## src/rtl/rrarb_pkg.sv

```systemverilog
// rrarb_pkg: shared FSM state type and index-width helper for the round-robin arbiter
package rrarb_pkg;
  typedef enum logic {IDLE, OWNED} state_e;
  function automatic int idw(input int n);
    return (n <= 2) ? 1 : $clog2(n);
  endfunction
endpackage

```

## src/rtl/rrarb_pick.sv

```systemverilog
// rrarb_pick: rotate-priority search, first set bit of mask starting after ptr and wrapping to ptr
module rrarb_pick
  import rrarb_pkg::*;
#(
  parameter int N = 4,
  localparam int IDW = idw(N)
) (
  input  logic [N-1:0]   mask,
  input  logic [IDW-1:0] ptr,
  output logic [N-1:0]   win,
  output logic [IDW-1:0] win_id
);
  logic found;
  // scan ptr+1 .. ptr+N (mod N); the first requester seen wins
  always_comb begin
    win = '0;
    win_id = '0;
    found = 1'b0;
    for (int i = 1; i <= N; i++) begin
      if (!found && mask[(int'(ptr) + i) % N]) begin
        found = 1'b1;
        win[(int'(ptr) + i) % N] = 1'b1;
        win_id = IDW'((int'(ptr) + i) % N);
      end
    end
  end
endmodule

```

## src/rtl/rrarb_multi.sv

```systemverilog
// rrarb_multi: registered round-robin arbiter with hold limit; RRARB_MULTI_PRIO_EN adds request_hi
module rrarb_multi
  import rrarb_pkg::*;
#(
  parameter int N = 4,
  parameter int MAX_HOLD = 8,
  localparam int IDW = idw(N)
) (
  input  logic           clk,
  input  logic           reset,
  input  logic [N-1:0]   request,
`ifdef RRARB_MULTI_PRIO_EN
  input  logic [N-1:0]   request_hi,
`endif
  output logic [N-1:0]   grant,
  output logic           grant_valid,
  output logic [IDW-1:0] grant_id
);
  localparam int HCW = idw(MAX_HOLD);
  localparam logic [HCW-1:0] HMAX = (MAX_HOLD > 0) ? HCW'(MAX_HOLD - 1) : {HCW{1'b1}};
  state_e state_q, state_d;
  logic [N-1:0] grant_q, grant_d, cand, win;
  logic [IDW-1:0] grant_id_q, grant_id_d, ptr_q, ptr_d, win_id;
  logic [HCW-1:0] hold_q, hold_d;
  logic grant_valid_q, owner_req, hold_hit, preempt, arb;
`ifdef RRARB_MULTI_PRIO_EN
  logic [N-1:0] hi_set;
  assign hi_set = request & request_hi;
  assign cand = |hi_set ? hi_set : request;
  assign preempt = (state_q == OWNED) && |(hi_set & ~grant_q) && !(|(request_hi & grant_q));
`else
  assign cand = request;
  assign preempt = 1'b0;
`endif
  rrarb_pick #(.N(N)) u_pick (
    .mask(cand),
    .ptr(ptr_q),
    .win(win),
    .win_id(win_id)
  );
  // decide whether this edge re-arbitrates, and derive next owner, pointer and hold count
  always_comb begin
    owner_req = |(request & grant_q);
    hold_hit = (MAX_HOLD > 0) && (hold_q == HMAX) && |(request & ~grant_q);
    arb = (state_q == IDLE) || !owner_req || hold_hit || preempt;
    grant_d = arb ? win : grant_q;
    grant_id_d = arb ? win_id : grant_id_q;
    ptr_d = |grant_d ? grant_id_d : ptr_q;
    state_d = |grant_d ? OWNED : IDLE;
    hold_d = (grant_d != grant_q || !(|grant_d)) ? '0 : (hold_q == HMAX ? hold_q : hold_q + 1'b1);
  end
  // state and registered outputs; reset leaves ptr at N-1 so index 0 is searched first
  always_ff @(posedge clk) begin
    if (reset) begin
      state_q <= IDLE;
      grant_q <= '0;
      grant_valid_q <= 1'b0;
      grant_id_q <= '0;
      hold_q <= '0;
      ptr_q <= IDW'(N - 1);
    end else begin
      state_q <= state_d;
      grant_q <= grant_d;
      grant_valid_q <= |grant_d;
      grant_id_q <= grant_id_d;
      hold_q <= hold_d;
      ptr_q <= ptr_d;
    end
  end
  assign grant = grant_q;
  assign grant_valid = grant_valid_q;
  assign grant_id = grant_id_q;
endmodule

```

## config.mk

```make
export PLATFORM = sky130hd
export DESIGN_NAME = rrarb_multi
export DESIGN_NICKNAME = d
export VERILOG_FILES = /design/src/rtl/rrarb_pkg.sv /design/src/rtl/rrarb_pick.sv /design/src/rtl/rrarb_multi.sv
export SDC_FILE = /design/constraint.sdc
export NUM_CORES = 1
export LEC_CHECK = 0
export ABC_AREA = 1
export CORE_UTILIZATION = 45
export DETAILED_ROUTE_END_ITERATION = 16
export PLACE_DENSITY = 0.66
export SLEW_MARGIN = 20
export SYNTH_ARGS = -nofsm -noshare
export SYNTH_HDL_FRONTEND = slang
export SYNTH_SLANG_ARGS = --single-unit
```

## constraint.sdc

```tcl
create_clock -name clk -period 2.4 [get_ports clk]
set_input_delay 0.72 -clock clk [delete_from_list [all_inputs] [get_ports clk]]
set_output_delay 0.72 -clock clk [all_outputs]
set_load 0.01 [all_outputs]
```

# Word-level counts from Yosys, hierarchy flattened
# Cells that the tools add are included.
word_totals:
  register_bits: 13
  input_bits: 6
  out_inout_bits: 7
  word_cells: 90
op_classes:
  addsub: 5
  n_lt_le_gt_ge: 8
  n_eq_ne: 2
  muxes: 34
  bitwise: 11
  n_reduce_logical: 24
ops:
  columns: ["cell", "n"]
  rows:
  - ["2-to-1 mux 4 bit", 5]
  - ["< comparator 3 x 4 -> 1 bit (second input constant)", 4]
  - ["2-to-1 mux 1 bit", 16]
  - [">= comparator 3 x 1 -> 1 bit (second input constant)", 4]
  - ["OR 4 bit", 3]
  - ["OR reduction 4 bit", 3]
  - ["2-to-1 mux 2 bit", 5]
  - ["OR reduction 2 bit", 5]
  - ["AND 4 bit", 2]
  - ["binary-select mux 1 bit (select 2 bit)", 4]
  - ["demux 1 bit (select 2 bit)", 4]
  - ["logical AND 1 bit", 8]
  - ["zero test 1 bit", 5]
  - ["adder 2 x 1 -> 2 bit (second input constant)", 2]
  - ["adder 2 bit (second input constant)", 2]
  - ["AND 1 bit (first input constant)", 4]
  - ["inequality test 4 bit", 1]
  - ["NOT 4 bit", 1]
  - ["adder 3 x 1 -> 3 bit (second input constant)", 1]
  - ["== test 3 bit (second input constant)", 1]
  - ["logical OR 1 bit", 3]
  - ["NOT 1 bit", 1]

# Longest topological paths before layout
# Gate-level depths: netlist of run 1.
depth:
  word_depth: 21
  ltp_mapped: 18
  depth_no_buf: 17

# By module
# Synthesis of run 1 repeated with hierarchy kept, for this count alone.
unflattened:
  hier_cells: 180
  hier_area_um2: 1184.9
by_module_without_submodules:
  columns: ["mod", "n_inst", "cells_each", "area_each_um2", "seq_area_each_um2"]
  rows:
  - ["rrarb_multi", 1, 105, 710.7, 240.2]
  - ["rrarb_pick", 1, 75, 474.2, 0.0]

# Worst setup path after synthesis of run 1
# No wires, ideal clock.
synth_path:
  path_type: "reg2reg"
  start: "register ptr_q[1]"
  end: "register hold_q[1]"
  setup_time_ns: 0.116
  arrival_ns: 2.006
  required_ns: 2.284
  path_slack_ns: 0.279
  path_stages_with_launch: 17
  path_buffers: 1
  synth_period_minus_slack_ns: 2.121
  cell_sequence: "dfxtp_1 -> inv_1 -> ha_1 -> inv_1 -> nand2_2 -> nand2_4 -> buf_6 -> nand2_2 -> nand2_1 -> nor2_2 -> nand3_2 -> nand2_2 -> nand2_2 -> nor2_4 -> nor2_4 -> nand2_2 -> nor2_1"
synth_via:
  elab_chain_cells: 19
  word_cells_on_any_way: 66
  classes_between: "4 x add/sub; 8 x order compare; 1 x eq/ne; 28 x mux; 7 x bitwise; 18 x reduce/logical"
synth_lines:
  columns: ["item", "line_no", "rtl"]
  rows:
  - ["from (decl)", "rrarb_multi.sv:23", "logic [IDW-1:0] grant_id_q, grant_id_d, ptr_q, ptr_d, win_id;"]
  - ["from (signal assigned)", "rrarb_multi.sv:60", "ptr_q <= IDW'(N - 1);"]
  - ["from (signal assigned)", "rrarb_multi.sv:67", "ptr_q <= ptr_d;"]
  - ["adder 2 x 1 -> 2 bit", "rrarb_pick.sv:20, rrarb_pick.sv:22", null]
  - ["OR reduction 2 bit (no source line) or binary-select mux 1 bit (select 2 bit) (tied branches)", null, null]
  - ["AND 1 bit (no source line) or 2-to-1 mux 1 bit (tied branches)", null, null]
  - ["< comparator 3 x 4 -> 1 bit (implied by the code), or another cell as far along", "rrarb_pick.sv:22", "win[(int'(ptr) + i) % N] = 1'b1;"]
  - ["logical AND 1 bit (implied by the code) or 2-to-1 mux 1 bit (tied branches)", "rrarb_pick.sv:22, rrarb_pick.sv:20", null]
  - ["2-to-1 mux 1 bit (implied by the code) or zero test 1 bit (tied branches)", "rrarb_pick.sv:22, rrarb_pick.sv:20", null]
  - ["demux 1 bit (select 2 bit) or logical AND 1 bit (tied branches)", null, null]
  - ["2-to-1 mux 4 bit or 2-to-1 mux 1 bit (tied branches)", "rrarb_pick.sv:20", "if (!found && mask[(int'(ptr) + i) % N]) begin"]
  - ["[... 3 more ...]", null, null]
  - ["2-to-1 mux 4 bit or zero test 1 bit (tied branches)", "rrarb_pick.sv:20", null]
  - ["OR 4 bit (no source line) or logical AND 1 bit (tied branches)", null, null]
  - ["2-to-1 mux 4 bit *", "rrarb_pick.sv:20", null]
  - ["2-to-1 mux 4 bit *", "rrarb_multi.sv:46", "grant_d = arb ? win : grant_q;"]
  - ["OR reduction 4 bit", "rrarb_multi.sv:50", "hold_d = (grant_d != grant_q || !(|grant_d)) ? '0 : (hold_q == HMAX ? hold_q : hold_q + 1'b1);"]
  - ["zero test 1 bit", "rrarb_multi.sv:50", null]
  - ["logical OR 1 bit *", "rrarb_multi.sv:50", null]
  - ["OR reduction 2 bit (no source line) *", null, null]
  - ["to (signal assigned)", "rrarb_multi.sv:66", "hold_q <= hold_d;"]
  - ["to (decl)", "rrarb_multi.sv:24", "logic [HCW-1:0] hold_q, hold_d;"]
# Mark *: on every way between the ends. The rest lies on a longest branch, timed or not. The select of a mux whose other input is x is not followed.
# A chain may end at the register's enable or synchronous reset.

# Worst setup path after layout of run 1
layout_path:
  start: "register ptr_q[0]"
  end: "register hold_q[0]"
# Same word-level chain as after synthesis.

==> results.ini, run 1 <==
[clock_tree]
root_buffer = clkbuf_4
clk_pin_slew_worst_paths_ns = 0.07
htreeDepth = 1
clock_latency_ns = 0.27
cts_tree = yes
cts_buffer_depth = 2
cts-buffers-inserted = 3
ctsHoldBuffers = 0
clkSinkCount = 12

[grt]
top_usage_layer = met2
use_met2_pct = 40.7
grt_overflow = 0
grt_pass1_wl_mm = 5.00
grt_max_degree = 14
grt_usage_pct = 23.7
antenna_found_initial = 0
grtUsageMet1_pct = 31.6
grt_pass1_vias = 1120
use_met3_pct = 1.67

[sta]
finalHoldViolCount = 0
worst_hold_slack_ns = 0.507
clock.fmax_mhz = 466
setup_viol = 0
maxSlewViolCount = 0
rsz0062_at_grt = no
relSlewSlack_pct = 76.7
finClkSkew_ns = 0.00345
min_period_over_period_pct = 89.5
tightestPinTransition_ns = 0.348
period_minus_slack_ns = 2.15
tns_ns = 0

[logic_synthesis]
synth_cells = 193
synthDistinctLibCells = 25
avgSynthCellArea_um2 = 6.42
synth_seq_cells = 12
yosysWarningCount = 0
synth_area_um2 = 1240
synth_fp_nets = 209
ys_seq_area_share_pct = 19.4

[layout]
nets = 241
final_cell_mix = nand2_1, inv_1, nand3_1
layout-drive-gt1-share_pct = 28.6
mostFrequentLayoutCell = nand2_1
design_area_um2 = 1590
n_antenna_cell = 0
syn2layout_area_growth_pct = 28.4

[route]
drt_wl_total_mm = 3.14
vias = 1267
firstDrtPassIters = 6
post_drt_wl_per_cell_um = 12.3
via_per_inst = 4.99
final_antenna_net_count = 0
drc_errors = 0
drt_iter0_markers = 38

[worst_setup_path]
cp.buffers_inverters = 2
crit_start = ptr_q[0]
critPathSlowestCell = dfxtp_2
critical_path.max_stage_delay_ns = 0.38
cp.arrival_ns = 2.36
start_kind = register
r2r-start = ptr_q[0]
path_class = register to register
cp_cell_sequence = inv_8 -> ha_1 -> inv_1 -> nand2_2 -> nand2_8 -> nor2_4 -> nand3_1 -> nand3_2 -> nand2_2 -> nand2_2 -> nor2_4 -> nor2_4 -> nand2_2 -> nor2_1
worstPathRequired_ns = 2.62
crit_fanout = 13
crit_family = simple AND/OR/NAND/NOR gates
worst_path_most_repeated_cell = nand2_2
end_kind = register

[die]
die_y_um = 54.5
rows = 18
initial_core_util_pct = 48.7
core_area_um2 = 2540
die_w_um = 54.5
num_io_pins = 13
die_area_um2 = 2970

[power_and_ir_drop]
ir_drop_v = 0.00110
power_leakage_uw = 0.000868
power_density_nw_per_um2 = 1610

[place]
dp_hpwl_mm = 2.50
io_buffers = 12
place_area_um2 = 1500
place_congestion = 0.841

[outcome]
status = completed

[worst_hold_path]
worstHoldStart = grant_id[1]
min_path_type = register to register

[flow_run]
max_cap_violations = 0

## path summary, 6_finish.rpt
kind | end | slack (ns) | depth (start not counted)
setup reg to reg | hold_q[0] | 0.25 | 14
hold reg to reg | grant_id[1] | 0.51 | 2
setup / recovery | hold_q[0] | 0.25 | 14
hold / removal | grant_id[1] | 0.51 | 2
## cells in the mapped netlist (all sizes together)
library cell / instances / area (um^2)
a21oi: 3 / 15.0
nor2: 22 / 120
mux2i: 2 / 20.0
ha: 10 / 125
inv: 27 / 109
nand3: 28 / 160
o21ai: 6 / 33.8
nor3b: 1 / 12.5
xor2: 1 / 8.76
nor3: 3 / 30.0
nand4: 2 / 12.5
o211ai: 1 / 7.51
dfxtp: 12 / 240
buf: 4 / 32.5
nand2: 71 / 312
## metrics by stage
step	setup slack [ns]	util (%)	total power [uW]	std cells
finish	0.252	62.5	2570	254
global route	0.0743	62.5	2800	254
CTS	0.00362	60.7	2480	253
detailed placement	-0.307	58.9	2280	249
global placement	-0.327	58.9	2250	249
floorplan	0.279	-	1690	193
## worst min-delay path, stage by stage (launching register included)
cell and delay, ns:
dfxtp_1 0.32, nand2_1 0.08, a21oi_1 0.06
## power by group
part | switching, uW | internal [uW] | total [uW]
Clock | 66.2 | 92.3 | 159
Sequential | 54.1 | 270 | 324
Combinational | 1250 | 830 | 2080
## cell families (layout without fill, tap and decap cells)
family / Yosys count / in the layout / synth area share (%)
xor gates and xnor gates: 1 / 1 / 0.707
and+or+nand+nor: 127 / 127 / 52.2
DFF: 12 / 12 / 19.4
AOI/OAI and AO/OA: 10 / 10 / 4.55
muxes: 2 / 2 / 1.62
adders and majority gates: 10 / 10 / 10.1
buffers and inverters: 31 / 62 / 11.4
## flip-flops by register name, summed over array words and instances (netlist names)
| name | cells |
|---|---|
| grant | 4 |
| grant_id | 2 |
| hold_q | 3 |
| ptr_q | 2 |
| state_q | 1 |
## timing repair
| action | in CTS | in global routing |
|---|---|---|
| pin swaps | 0 | 4 |
| resized for setup | 2 | 12 |
| endpoints found under the setup margin | 4 | 6 |
| setup buffers | 0 | 1 |
## layer usage
metal	wire, um	up-vias
met3	121	5
met1	1420	562
met5	0	-
li1	-	668
met2	1560	32
met4	34	0
## cell type report
class / count / area [um^2]
clock buffers: 4 / 36.3
well taps: 30 / 37.5
flip-flops and latches: 12 / 241
multi-input cells: 150 / 893
inverters: 27 / 109
fillers: 242 / 955
repair buffers: 31 / 273
No activity file was read; power rests on OpenSTA's default activity.
==> inputs of run 2 (changes only) <==
--- a/config.mk
+++ b/config.mk
@@ -6,8 +6,10 @@
 export NUM_CORES = 1
 export LEC_CHECK = 0
 export ABC_AREA = 1
+export CAP_MARGIN = 20
 export CORE_UTILIZATION = 45
 export DETAILED_ROUTE_END_ITERATION = 16
+export MAX_ROUTING_LAYER = met4
 export PLACE_DENSITY = 0.66
 export SLEW_MARGIN = 20
 export SYNTH_ARGS = -nofsm -noshare
==> results.ini, run 2 (synthesis gave the netlist of run 1 again) <==
[outcome]
status = completed

[grt]
grt_max_degree = 13  ; -1
grt_pass1_vias = 1198  ; +7.0%
grt_usage_pct = 24.1  ; +0.45 points
grt_pass1_wl_mm = 5.06  ; +1.2%
grt_overflow = 0  ; unchanged
antenna_found_initial = 0  ; unchanged

[sta]
min_period_over_period_pct = 89.1  ; -0.36 points
maxSlewViolCount = 0  ; unchanged
finClkSkew_ns = 0.00636  ; +0.00291 ns
tns_ns = 0  ; unchanged
worst_hold_slack_ns = 0.512  ; +0.00529 ns
setup_viol = 0  ; unchanged
clock.fmax_mhz = 467  ; +0.40%
relSlewSlack_pct = 75.7  ; -1.1 points
rsz0062_at_grt = no
tightestPinTransition_ns = 0.364  ; +0.0159 ns
finalHoldViolCount = 0  ; unchanged
period_minus_slack_ns = 2.14  ; -0.00852 ns

[layout]
n_antenna_cell = 0  ; unchanged
syn2layout_area_growth_pct = 31.0
fill_cells = 242  ; unchanged
largest_register_ffs = 4  ; unchanged
multiInputGateArea_um2 = 897  ; +0.42%
layout-drive-gt1-share_pct = 30.3  ; +1.7 points
final_cell_mix = nand2_1, inv_1, buf_4
nets = 245  ; +1.7%
seq_area_um2 = 240  ; -0.52%
post-route-util_pct = 63.8  ; +1.3 points
mostFrequentLayoutCell = nand2_1
final_cells = 258  ; +1.6%

[route]
drt_iter0_markers = 31  ; -18%
firstDrtPassIters = 4  ; -2
drt_wl_total_mm = 3.07  ; -2.2%
vias = 1292  ; +2.0%
via_per_inst = 5.01  ; +0.39%
drc_errors = 0  ; unchanged
post_drt_wl_per_cell_um = 11.9  ; -3.7%
final_antenna_net_count = 0  ; unchanged

[worst_hold_path]
min_path_type = register to register

[clock_tree]
cts_buffer_depth = 2  ; unchanged
cts-buffers-inserted = 3  ; unchanged
clkSinkCount = 12  ; unchanged
htreeDepth = 1  ; unchanged
clk_pin_slew_worst_paths_ns = 0.07  ; about the same
clock_latency_ns = 0.27  ; about the same
cts_tree = yes
root_buffer = clkbuf_4
ctsHoldBuffers = 0  ; unchanged

[flow_run]
max_cap_violations = 0  ; unchanged

[place]
place_congestion = 0.918  ; +9.1%
placed_cells = 251  ; +0.80%
io_buffers = 12  ; unchanged
dp_hpwl_mm = 2.43  ; -2.8%

[power_and_ir_drop]
ir_drop_v = 0.00112  ; +2.1%
power_density_nw_per_um2 = 1600  ; -0.96%
power_uw = 2590  ; +1.1%
power_leakage_uw = 0.000886  ; +2.1%

[die]
core_area_um2 = 2540  ; unchanged
num_io_pins = 13  ; unchanged
die_y_um = 54.5  ; unchanged
die_w_um = 54.5  ; unchanged
die_area_um2 = 2970  ; unchanged
rows = 18  ; unchanged
initial_core_util_pct = 48.7  ; unchanged

[worst_setup_path]
crit_fanout = 12  ; -1
end_kind = register
start_kind = register
cp.arrival_ns = 2.31  ; -0.05 ns
path_class = register to register
worstPathRequired_ns = 2.57  ; -0.05 ns

[run 2: cell type report]
type / count / share of cell area [%]
clock buffers: 4 / 2.24
repair buffers: 35 / 18.7
multi-input cells: 150 / 55.3
well taps: 30 / 2.31
flip-flops and latches: 12 / 14.8
inverters: 27 / 6.71
[run 2: path summary, 6_finish.rpt]
check                                 start     endpoint  slack, ns  cells past startpoint
worst max-delay path               ptr_q[0]    hold_q[1]       0.26                     16
worst min-delay path            grant_id[1]  grant_id[1]       0.51                      2
worst max register to register     ptr_q[0]    hold_q[1]       0.26                     16
worst min register to register  grant_id[1]  grant_id[1]       0.51                      2
[run 2: power by group]
| part | switching (uW) | internal, uW | total (uW) |
|---|---|---|---|
| combinational | 1250 | 869 | 2120 |
| clock | 62.7 | 92.3 | 155 |
| sequential | 56.0 | 268 | 324 |
| total | 1360 | 1230 | 2590 |
[run 2: worst max-delay path: stages (launching register included)]
cell and delay [ns]:
dfxtp_1 0.43, inv_8 0.03, ha_1 0.34, inv_1 0.13, nand2_2 0.11, nand2_8 0.14, inv_2 0.05, nand2_1 0.06
nor2_2 0.05, nand2_1 0.07, nand3_2 0.11, nand2_2 0.11, nand2_2 0.09, nor2_4 0.14, nor2_4 0.05, nand2_2 0.09
nor2_1 0.04
[run 2: through the flow]
step / setup slack, ns / instance area (um^2)
after detailed placement: -0.303 / 1510
after global routing: 0.108 / 1620
after floorplan: 0.279 / 1240
final: 0.261 / 1620
after CTS: 0.0189 / 1550
after global placement: -0.336 / 1510
[run 2: repair_timing]
action                                  4_1_cts  5_1_grt
cloned                                        0        0
pin swaps                                     0        5
buffers inserted                              0        3
endpoints found under the setup margin        4        6
gates resized for setup                       2       13
[run 2: layer usage]
| layer | up-vias | track usage, % | share of wire [%] |
|---|---|---|---|
| li1 | 675 | - | - |
| met1 | 595 | 29.8 | 47 |
| met2 | 18 | 42.5 | 50 |
| met3 | 4 | 0.833 | 2.5 |
| met4 | 0 | 6.84 | 0.75 |
| met5 | - | - | 0 |
==> inputs of run 3 (changes only) <==
--- a/config.mk
+++ b/config.mk
@@ -11,7 +11,6 @@
 export DETAILED_ROUTE_END_ITERATION = 16
 export MAX_ROUTING_LAYER = met4
 export PLACE_DENSITY = 0.66
-export SLEW_MARGIN = 20
 export SYNTH_ARGS = -nofsm -noshare
 export SYNTH_HDL_FRONTEND = slang
 export SYNTH_SLANG_ARGS = --single-unit
==> results of run 3 <==
The final DEF is identical to that of run 2; final timing and power are the same.
